<file path="config.mk">
export PLATFORM = sky130hd
export DESIGN_NAME = ysyx_24110006_axi_arbiter
export DESIGN_NICKNAME = d
export VERILOG_FILES = /design/src/rtl/ysyx_24110006_bus_pkg.sv /design/src/rtl/ysyx_24110006_axi_arbiter.sv
export SDC_FILE = /design/constraint.sdc
export NUM_CORES = 1
export LEC_CHECK = 0
export ABC_CLOCK_PERIOD_IN_PS = 2200
export CORE_AREA = 10 10 135 137
export CTS_CLUSTER_SIZE = 16
export DETAILED_ROUTE_END_ITERATION = 16
export DIE_AREA = 0 0 145 147
export SYNTH_ARGS = -nofsm -noshare
export SYNTH_HDL_FRONTEND = slang
export SYNTH_SLANG_ARGS = --single-unit
</file>
<file path="constraint.sdc">
create_clock -name i_clock -period 2.2 [get_ports i_clock]
set_input_delay 0.44 -clock i_clock [delete_from_list [all_inputs] [get_ports i_clock]]
set_output_delay 0.44 -clock i_clock [all_outputs]
set_load 0.01 [all_outputs]
</file>
<file path="src/rtl/ysyx_24110006_bus_pkg.sv">
// Shared encodings for the core-side AXI4-lite arbiter: FSM states,
// response codes and requester ids.
package ysyx_24110006_bus_pkg;

    typedef enum logic [1:0] {
        IDLE   = 2'd0,
        RD_IFU = 2'd1,
        RD_LSU = 2'd2,
        WR_LSU = 2'd3
    } state_e;

    localparam logic [1:0] RESP_OKAY   = 2'b00;
    localparam logic [1:0] RESP_SLVERR = 2'b10;

    localparam logic IFU = 1'b0;
    localparam logic LSU = 1'b1;

endpackage

</file>
<file path="src/rtl/ysyx_24110006_axi_arbiter.sv">
// Two-master AXI4-lite arbiter (IFU read-only, LSU read/write) in front of
// the crossbar: one transaction at a time, writes first, reads round-robin.
module ysyx_24110006_axi_arbiter
    import ysyx_24110006_bus_pkg::*;
#(
    parameter int ADDR_W = 32,
    parameter int DATA_W = 32,
    parameter int STRB_W = 8
) (
    input  logic              i_clock,
    input  logic              i_rst_n,

    input  logic [ADDR_W-1:0] i_ifu_araddr,
    input  logic              i_ifu_arvalid,
    output logic              o_ifu_arready,
    output logic [DATA_W-1:0] o_ifu_rdata,
    output logic [1:0]        o_ifu_rresp,
    output logic              o_ifu_rvalid,
    input  logic              i_ifu_rready,

    input  logic [ADDR_W-1:0] i_lsu_araddr,
    input  logic              i_lsu_arvalid,
    output logic              o_lsu_arready,
    output logic [DATA_W-1:0] o_lsu_rdata,
    output logic [1:0]        o_lsu_rresp,
    output logic              o_lsu_rvalid,
    input  logic              i_lsu_rready,
    input  logic [ADDR_W-1:0] i_lsu_awaddr,
    input  logic              i_lsu_awvalid,
    output logic              o_lsu_awready,
    input  logic [DATA_W-1:0] i_lsu_wdata,
    input  logic [STRB_W-1:0] i_lsu_wstrb,
    input  logic              i_lsu_wvalid,
    output logic              o_lsu_wready,
    output logic [1:0]        o_lsu_bresp,
    output logic              o_lsu_bvalid,
    input  logic              i_lsu_bready,

    output logic [ADDR_W-1:0] o_axi_araddr,
    output logic              o_axi_arvalid,
    input  logic              i_axi_arready,
    input  logic [DATA_W-1:0] i_axi_rdata,
    input  logic [1:0]        i_axi_rresp,
    input  logic              i_axi_rvalid,
    output logic              o_axi_rready,
    output logic [ADDR_W-1:0] o_axi_awaddr,
    output logic              o_axi_awvalid,
    input  logic              i_axi_awready,
    output logic [DATA_W-1:0] o_axi_wdata,
    output logic [STRB_W-1:0] o_axi_wstrb,
    output logic              o_axi_wvalid,
    input  logic              i_axi_wready,
    input  logic [1:0]        i_axi_bresp,
    input  logic              i_axi_bvalid,
    output logic              o_axi_bready
);

    state_e state_q;
    logic   ar_done_q;
    logic   aw_done_q;
    logic   w_done_q;
    logic   rr_last_q;

    logic ar_hs, r_hs, aw_hs, w_hs, b_hs;

    always_comb begin
        o_ifu_arready = 1'b0;
        o_ifu_rdata   = '0;
        o_ifu_rresp   = '0;
        o_ifu_rvalid  = 1'b0;
        o_lsu_arready = 1'b0;
        o_lsu_rdata   = '0;
        o_lsu_rresp   = '0;
        o_lsu_rvalid  = 1'b0;
        o_lsu_awready = 1'b0;
        o_lsu_wready  = 1'b0;
        o_lsu_bresp   = '0;
        o_lsu_bvalid  = 1'b0;
        o_axi_araddr  = '0;
        o_axi_arvalid = 1'b0;
        o_axi_rready  = 1'b0;
        o_axi_awaddr  = '0;
        o_axi_awvalid = 1'b0;
        o_axi_wdata   = '0;
        o_axi_wstrb   = '0;
        o_axi_wvalid  = 1'b0;
        o_axi_bready  = 1'b0;
        unique case (state_q)
            RD_IFU: begin
                o_axi_araddr  = i_ifu_araddr;
                o_axi_arvalid = i_ifu_arvalid & ~ar_done_q;
                o_ifu_arready = i_axi_arready & ~ar_done_q;
                o_ifu_rdata   = i_axi_rdata;
                o_ifu_rresp   = i_axi_rresp;
                o_ifu_rvalid  = i_axi_rvalid;
                o_axi_rready  = i_ifu_rready;
            end
            RD_LSU: begin
                o_axi_araddr  = i_lsu_araddr;
                o_axi_arvalid = i_lsu_arvalid & ~ar_done_q;
                o_lsu_arready = i_axi_arready & ~ar_done_q;
                o_lsu_rdata   = i_axi_rdata;
                o_lsu_rresp   = i_axi_rresp;
                o_lsu_rvalid  = i_axi_rvalid;
                o_axi_rready  = i_lsu_rready;
            end
            WR_LSU: begin
                o_axi_awaddr  = i_lsu_awaddr;
                o_axi_awvalid = i_lsu_awvalid & ~aw_done_q;
                o_lsu_awready = i_axi_awready & ~aw_done_q;
                o_axi_wdata   = i_lsu_wdata;
                o_axi_wstrb   = i_lsu_wstrb;
                o_axi_wvalid  = i_lsu_wvalid & ~w_done_q;
                o_lsu_wready  = i_axi_wready & ~w_done_q;
                o_lsu_bresp   = i_axi_bresp;
                o_lsu_bvalid  = i_axi_bvalid;
                o_axi_bready  = i_lsu_bready;
            end
            default: ;
        endcase
    end

    assign ar_hs = o_axi_arvalid & i_axi_arready;
    assign r_hs  = i_axi_rvalid  & o_axi_rready;
    assign aw_hs = o_axi_awvalid & i_axi_awready;
    assign w_hs  = o_axi_wvalid  & i_axi_wready;
    assign b_hs  = i_axi_bvalid  & o_axi_bready;

    always_ff @(posedge i_clock or negedge i_rst_n) begin
        if (!i_rst_n) begin
            state_q   <= IDLE;
            ar_done_q <= 1'b0;
            aw_done_q <= 1'b0;
            w_done_q  <= 1'b0;
            rr_last_q <= LSU;
        end else begin
            unique case (state_q)
                IDLE: begin
                    if (i_lsu_awvalid)
                        state_q <= WR_LSU;
                    else if (i_ifu_arvalid && i_lsu_arvalid)
                        state_q <= (rr_last_q == IFU) ? RD_LSU : RD_IFU;
                    else if (i_ifu_arvalid)
                        state_q <= RD_IFU;
                    else if (i_lsu_arvalid)
                        state_q <= RD_LSU;
                end
                RD_IFU, RD_LSU: begin
                    // R completion wins over a same-cycle AR handshake.
                    if (r_hs) begin
                        state_q   <= IDLE;
                        ar_done_q <= 1'b0;
                        rr_last_q <= (state_q == RD_LSU) ? LSU : IFU;
                    end else if (ar_hs) begin
                        ar_done_q <= 1'b1;
                    end
                end
                WR_LSU: begin
                    if (b_hs) begin
                        state_q   <= IDLE;
                        aw_done_q <= 1'b0;
                        w_done_q  <= 1'b0;
                    end else begin
                        if (aw_hs) aw_done_q <= 1'b1;
                        if (w_hs)  w_done_q  <= 1'b1;
                    end
                end
                default: state_q <= IDLE;
            endcase
        end
    end

`ifndef SYNTHESIS
    // A granted master must hold its address valid until the handshake.
    always_ff @(posedge i_clock) begin
        if (i_rst_n) begin
            if (state_q == RD_IFU && !ar_done_q) assert (i_ifu_arvalid);
            if (state_q == RD_LSU && !ar_done_q) assert (i_lsu_arvalid);
            if (state_q == WR_LSU && !aw_done_q) assert (i_lsu_awvalid);
        end
    end
`endif

endmodule

</file>
==> results of run 1 <==
sequential cells by signal, indices dropped and copies added, names as in the netlist:
| register | count |
|---|---|
| w_done_q | 1 |
| state_q | 2 |
| aw_done_q | 1 |
| rr_last_q | 1 |
| ar_done_q | 1 |
power by group:
part           internal [uW]  switching [uW]  leakage (uW)
clock                    240            60.4     0.0000382
combinational           2310            1940       0.00302
sequential               172            40.4     0.0000718
total                   2730            2040       0.00313
timing repair:
action                                  4_1_cts  5_1_grt
hold buffers                                  0        0
pin swaps                                     2        0
resized for setup                           216       27
cloned                                        5        0
buffers inserted                              5        0
endpoints found under the setup margin      186       22
cell usage in the layout, fill, tap and decap left out, types with 2 or more instances in the layout:
cell type / netlist / layout
clkdlybuf4s50_1: 0 / 185
dlygate4sd2_1: 0 / 165
and2_1: 146 / 146
nor2b_1: 33 / 32
a22oi_1: 33 / 25
buf_4: 1 / 16
clkbuf_2: 0 / 12
a22oi_2: 0 / 8
and3b_1: 6 / 6
buf_12: 0 / 6
a21oi_1: 5 / 5
dfrtp_1: 5 / 5
nand2_1: 4 / 4
ha_4: 0 / 4
bufbuf_16: 0 / 4
buf_2: 3 / 4
mux2i_1: 3 / 3
clkbuf_16: 0 / 3
inv_2: 0 / 2
nand2b_1: 2 / 2
dlymetal6s2s_1: 0 / 2
clkdlybuf4s15_1: 0 / 2
per-layer routing:
| layer | part of all wire [%] | wire, um | global-route usage, % | up-vias |
|---|---|---|---|---|
| met2 | 53 | 8510 | 26.5 | 197 |
| met1 | 37 | 5970 | 14.2 | 1577 |
| met5 | 0 | 0 | 0 | - |
| li1 | - | - | - | 1664 |
| met4 | 0.95 | 151 | 1.99 | 0 |
| met3 | 8.1 | 1300 | 4.70 | 8 |
cells by family after synthesis:
| logic type | share of synthesized area, % |
|---|---|
| muxes | 2.18 |
| AOI/OAI and AO/OA | 15.9 |
| buffers and inverters | 6.35 |
| and+or+nand+nor | 64.2 |
| adders and majority gates | 3.30 |
| DFF | 8.00 |
per-stage QoR:
step,instance area [sq um],power [uW],setup WS [ns]
finish,6060,4760,0.0643
global route,6060,5150,-0.0100
CTS,6090,4880,-0.0280
detailed placement,5970,4620,-0.178
global placement,5970,4580,-0.184
floorplan,1890,2060,0.396
how the worst max path moves through the flow:
stage | from | endpoint | slack (ns) | cells past startpoint
after floorplan | state_q[0]$_DFFE_PN0P_ | o_axi_araddr[0] | 0.40 | 6
after global placement | i_lsu_arvalid | o_axi_arvalid | -0.18 | 4
after detailed placement | i_ifu_arvalid | o_axi_arvalid | -0.18 | 4
after CTS | state_q[1]$_DFFE_PN0P_ | o_axi_araddr[22] | -0.03 | 6
after global routing | state_q[1]$_DFFE_PN0P_ | o_axi_araddr[15] | -0.01 | 6
final | state_q[1]$_DFFE_PN0P_ | o_axi_araddr[15] | 0.06 | 6
cell type report:
cell class / count / area share (%)
clock buffer: 4 / 1.30
sequential: 6 / 2.50
timing repair buffer: 398 / 63.2
inverter: 2 / 0.124
multi-input combinational: 244 / 28.4
tap: 216 / 4.46
==> impl_metrics.csv, run 1 <==
group,metric,value,unit
worst_setup_path,r2r_end,"state_q[0]$_DFFE_PN0P_",
logic_synthesis,ys_seq_area_share,8.00,%
drt,postRouteAntennaNets,0,
worst_setup_path,path_buf_inv,3,
drt,wl,15900,um
logic_synthesis,synth_commonest_cells,"and2_1, a22oi_1, nor2b_1",
logic_synthesis,post-synth-top-count-cell,"and2_1",
placed_design,globalplace.congestion,0.832,
floorplanning,rows,46,
logic_synthesis,ys_types,22,
grt,antenna_found_initial,0,
sta,max_slew_margin,81.1,%
floorplanning,start_util,12.1,%
logic_synthesis,ys_ff_latch,6,
sta,fin_setup_tns,0,ns
floorplanning,chipWidth,145,um
sta,fin_crit,2.14,ns
worst_setup_path,reg2reg_slack,0.33,ns
placed_design,dp_cells,856,
cells_and_area,fin_nets,846,
grt,grt_pass1_vias,3776,
worst_setup_path,path_cells,"buf_4 > ha_4 > bufbuf_16 > a22oi_2 > nor2b_1 > clkdlybuf4s15_2",
sta,final_hold_viol_count,0,
sta,timing.fmax,468,MHz
worst_setup_path,crit_arrival,1.70,ns
clock_network,cts.sinks,6,
clock_network,cts_tree,"yes",
cells_and_area,final_util,38.8,%
cells_and_area,n_fill_cell,1644,
logic_synthesis,yosysTopAreaCellShare,48.2,%
grt,grt_start_max_net_pins,34,
placed_design,io_buffer_count,371,
logic_synthesis,yosysWarningCount,0,
drt,vias,3446,
worst_setup_path,worstSetupEndpointType,"primary output",
power,power.density,786,nW/um^2
cells_and_area,drive_gt1_share,9.94,%
grt,track_usage,13.8,%
drt,drc,0,
power,ir_drop,0.000519,V
run_status,status,"finished, final reports clean",
worst_setup_path,critical_path.top_delay_family,"buffers and inverters",
sta,setup_violations,0,
grt,gr-total-overflow,0,
cells_and_area,diodes,0,
floorplanning,design.portCount,372,
min_path,min_path_type,"in2async",
logic_synthesis,syn-num-nets,471,
worst_setup_path,slowest_delay,0.39,ns
power,p_leak,0.00313,uW
worst_setup_path,r2r-start,"state_q[1]$_DFFE_PN0P_",
sta,fin_crit_sh,97.1,%
floorplanning,core_area,15600,sq um
clock_network,cts_root_buffer,"clkbuf_16",
logic_synthesis,netlist_instances,280,
worst_setup_path,cp_max_fo,17,
worst_setup_path,cp.required,1.76,ns
logic_synthesis,synthesis.area,1890,sq um
cells_and_area,area_growth_syn_to_layout,220,%
sta,maxSlewViolCount,0,
sta,rsz0062_at_grt,"yes",
worst_setup_path,r2r_cells,8,
sta,whs,0.447,ns
drt,viasPerCell,3.96,
clock_network,htree_levels,1,
logic_synthesis,async_reset_ff_share,100,%
clock_network,clock_latency,0.23,ns
logic_synthesis,synth_area_leaders,"and2_1, a22oi_1, nor2b_1",
drt,drtIter0Drc,101,
flow_run,maxCapViolCount,0,
drt,wire_per_inst,18.3,um
cells_and_area,multiInputGateArea,1720,sq um
floorplanning,die_area,21300,sq um
cells_and_area,fin_cells,870,
floorplanning,die_h,147,um
worst_setup_path,slowest_stage,"dfrtp_1",
clock_network,cts_buffers,3,
sta,worstMarginPinSlew,0.279,ns
sta,skew,0.00434,ns
worst_setup_path,crit_type,"reg2out",
logic_synthesis,synth_top_area_cell,"and2_1",
cells_and_area,regArea,151,sq um
drt,firstDrtPassIters,4,
clock_network,clkSlewWorstSetupHoldPaths,0.04,ns
placed_design,hpwl,13300,um
logic_synthesis,synth_edf_count,0,
clock_network,cts.path.max_buffers,2,
logic_synthesis,synthFlopType,"dfrtp_1",
worst_setup_path,start_kind,"register",
grt,grt_first_pass_wirelength,23600,um
logic_synthesis,avgSynthCellArea,6.76,sq um
Note: power is estimated with default switching activity, not from simulation.
==> inputs of run 2 (changes only) <==
Settings changed: ABC_CLOCK_PERIOD_IN_PS 2200 to 2650.
Clock period 2.2 ns to 2.65 ns, I/O delays scaled along.
==> run 2 against run 1 <==
Compared with the run above: first-iteration DRC count up 8.9%; cell area up 0.17%; total power down 14%; largest power group unchanged; utilization up 0.064 points; combinational power down 14%; routed wire length down 3.0%; sequential share of layout area about the same; worst setup slack worse by 0.0062 ns.
==> impl_metrics.csv, run 2 (synthesized netlist as in run 1, its figures left out) <==
group,metric,value,unit
floorplanning,die_area,21300,sq um
cells_and_area,area_growth_syn_to_layout,221,%
power,power.density,677,nW/um^2
placed_design,globalplace.congestion,0.857,
clock_network,cts.path.max_buffers,2,
clock_network,clock_latency,0.23,ns
clock_network,cts_tree,"yes",
drt,postRouteAntennaNets,0,
cells_and_area,mostFrequentLayoutCells,"clkdlybuf4s50_1, and2_1, a22oi_1, nor2b_1, buf_4",
placed_design,dpl_cell_area,5930,sq um
floorplanning,chipWidth,145,um
cells_and_area,final_util,38.9,%
sta,timing.fmax,386,MHz
drt,firstDrtPassIters,4,
drt,vias,3326,
sta,fin_crit,2.59,ns
drt,drc,0,
clock_network,htree_levels,1,
grt,gr-total-overflow,0,
sta,rsz0062_at_grt,"yes",
worst_setup_path,slowest_stage,"clkdlybuf4s50_1",
worst_setup_path,start_kind,"register",
floorplanning,start_util,12.1,%
placed_design,hpwl,13300,um
worst_setup_path,slowest_delay,0.56,ns
sta,maxSlewViolCount,0,
grt,grt_pass1_vias,3646,
cells_and_area,diodes,0,
run_status,status,"finished, final reports clean",
cells_and_area,fin_area,6070,sq um
worst_setup_path,worstSetupEndpointType,"primary output",
clock_network,holdBufCountCts,0,
grt,grt_start_max_net_pins,83,
worst_setup_path,path_cells,"inv_1 > ha_1 > buf_12 > nor2b_1 > clkdlybuf4s50_1",
worst_setup_path,cp_max_fo,33,
drt,wl,15400,um
placed_design,io_buffer_count,371,
cells_and_area,regMostFlops,"state_q",
flow_run,maxCapViolCount,0,
power,switchingPower,1630,uW
power,power.internal,2480,uW
floorplanning,rows,46,
power,p_comb_share,89.4,%
floorplanning,design.portCount,372,
grt,antenna_found_initial,0,
drt,drtIter0Drc,110,
power,ir_drop,0.000385,V
power,power.switching_fraction,39.6,%
placed_design,dp_slack,0.130,ns
sta,final_hold_viol_count,0,
cells_and_area,layout_commonest_cell,"clkdlybuf4s50_1",
worst_setup_path,crit_arrival,2.06,ns
worst_setup_path,path_buf_inv,3,
floorplanning,core_area,15600,sq um
drt,wire_per_inst,18.0,um
power,p_leak,0.00231,uW
clock_network,cts_root_buffer,"clkbuf_16",
cells_and_area,fin_nets,833,
sta,worstMarginPinSlew,0.345,ns
sta,fin_crit_sh,97.8,%
clock_network,clkSlewWorstSetupHoldPaths,0.04,ns
clock_network,cts.sinks,6,
min_path,min_path_type,"reg2reg",
cells_and_area,largest_register_ffs,2,
cells_and_area,drive_gt1_share,3.74,%
sta,skew,0.00364,ns
grt,grt_first_pass_wirelength,23100,um
power,seqPwrFrac,4.4,%
sta,timing.final.ws_setup,0.0582,ns
worst_setup_path,crit_type,"reg2out",
clock_network,cts_buffers,3,
sta,setup_violations,0,
grt,track_usage,13.4,%
power,power.share.clock,6.2,%
worst_setup_path,cp.required,2.12,ns
drt,viasPerCell,3.88,
sta,max_slew_margin,77.0,%
floorplanning,die_h,147,um
worst_setup_path,critical_path.top_delay_family,"buffers and inverters",
run 2: worst reg2reg max path: stages, from the launching register on:
cell	delay (ns)
dfrtp_1	0.42
inv_1	0.14
ha_2	0.26
buf_12	0.19
a22oi_1	0.11
nand2b_1	0.16
a221o_1	0.35
mux2i_1	0.22
run 2: per-layer routing:
| metal | routed length [um] | GRT usage, % |
|---|---|---|
| met1 | 5580 | 13.5 |
| met2 | 8340 | 25.9 |
| met3 | 1340 | 4.82 |
| met4 | 181 | 2.20 |
| met5 | 0 | 0 |
run 2: area by class of cell:
type,count,area [sq um]
inverter,2,7.51
fill,1561,9530
timing repair buffer,385,3920
tap,216,270
clock buffer,4,78.8
sequential,6,151
multi-input combinational,244,1640
run 2: what timing repair did:
item | in CTS | in global routing
setup buffers | 0 | 0
cloned | 1 | 0
setup endpoints to repair | 27 | 36
gates resized for setup | 3 | 5
run 2: per-stage QoR:
step           std cells  TNS (ns)  power [uW]  hold WS (ns)
2_1_floorplan        280         0        1710         0.234
3_3_place_gp         852         0        3770         0.537
3_5_place_dp         852         0        3810         0.528
4_1_cts              857  -0.00503        4190         0.536
5_1_grt              857     -1.09        4420         0.585
6_report             857         0        4110         0.531
run 2: final timing paths:
check	startpoint	to	slack (ns)	depth (start not counted)
hold / removal	aw_done_q$_DFFE_PN0P_	aw_done_q$_DFFE_PN0P_	0.53	2
hold reg to reg	aw_done_q$_DFFE_PN0P_	aw_done_q$_DFFE_PN0P_	0.53	2
min in group asynchronous	i_rst_n	aw_done_q$_DFFE_PN0P_	0.57	1
setup reg to reg	state_q[1]$_DFFE_PN0P_	state_q[0]$_DFFE_PN0P_	0.69	7
max in group asynchronous	i_rst_n	rr_last_q$_DFFE_PN1P_	1.78	1
setup / recovery	state_q[1]$_DFFE_PN0P_	o_axi_araddr[3]	0.06	5
run 2: power by group through the flow:
| stage | clock network [uW] | registers [uW] | logic, uW |
|---|---|---|---|
| after floorplan | 0 | 166 | 1540 |
| after global placement | 0 | 174 | 3590 |
| after detailed placement | 0 | 178 | 3630 |
| after CTS | 260 | 181 | 3750 |
| after global routing | 271 | 189 | 3960 |
| final | 256 | 181 | 3670 |
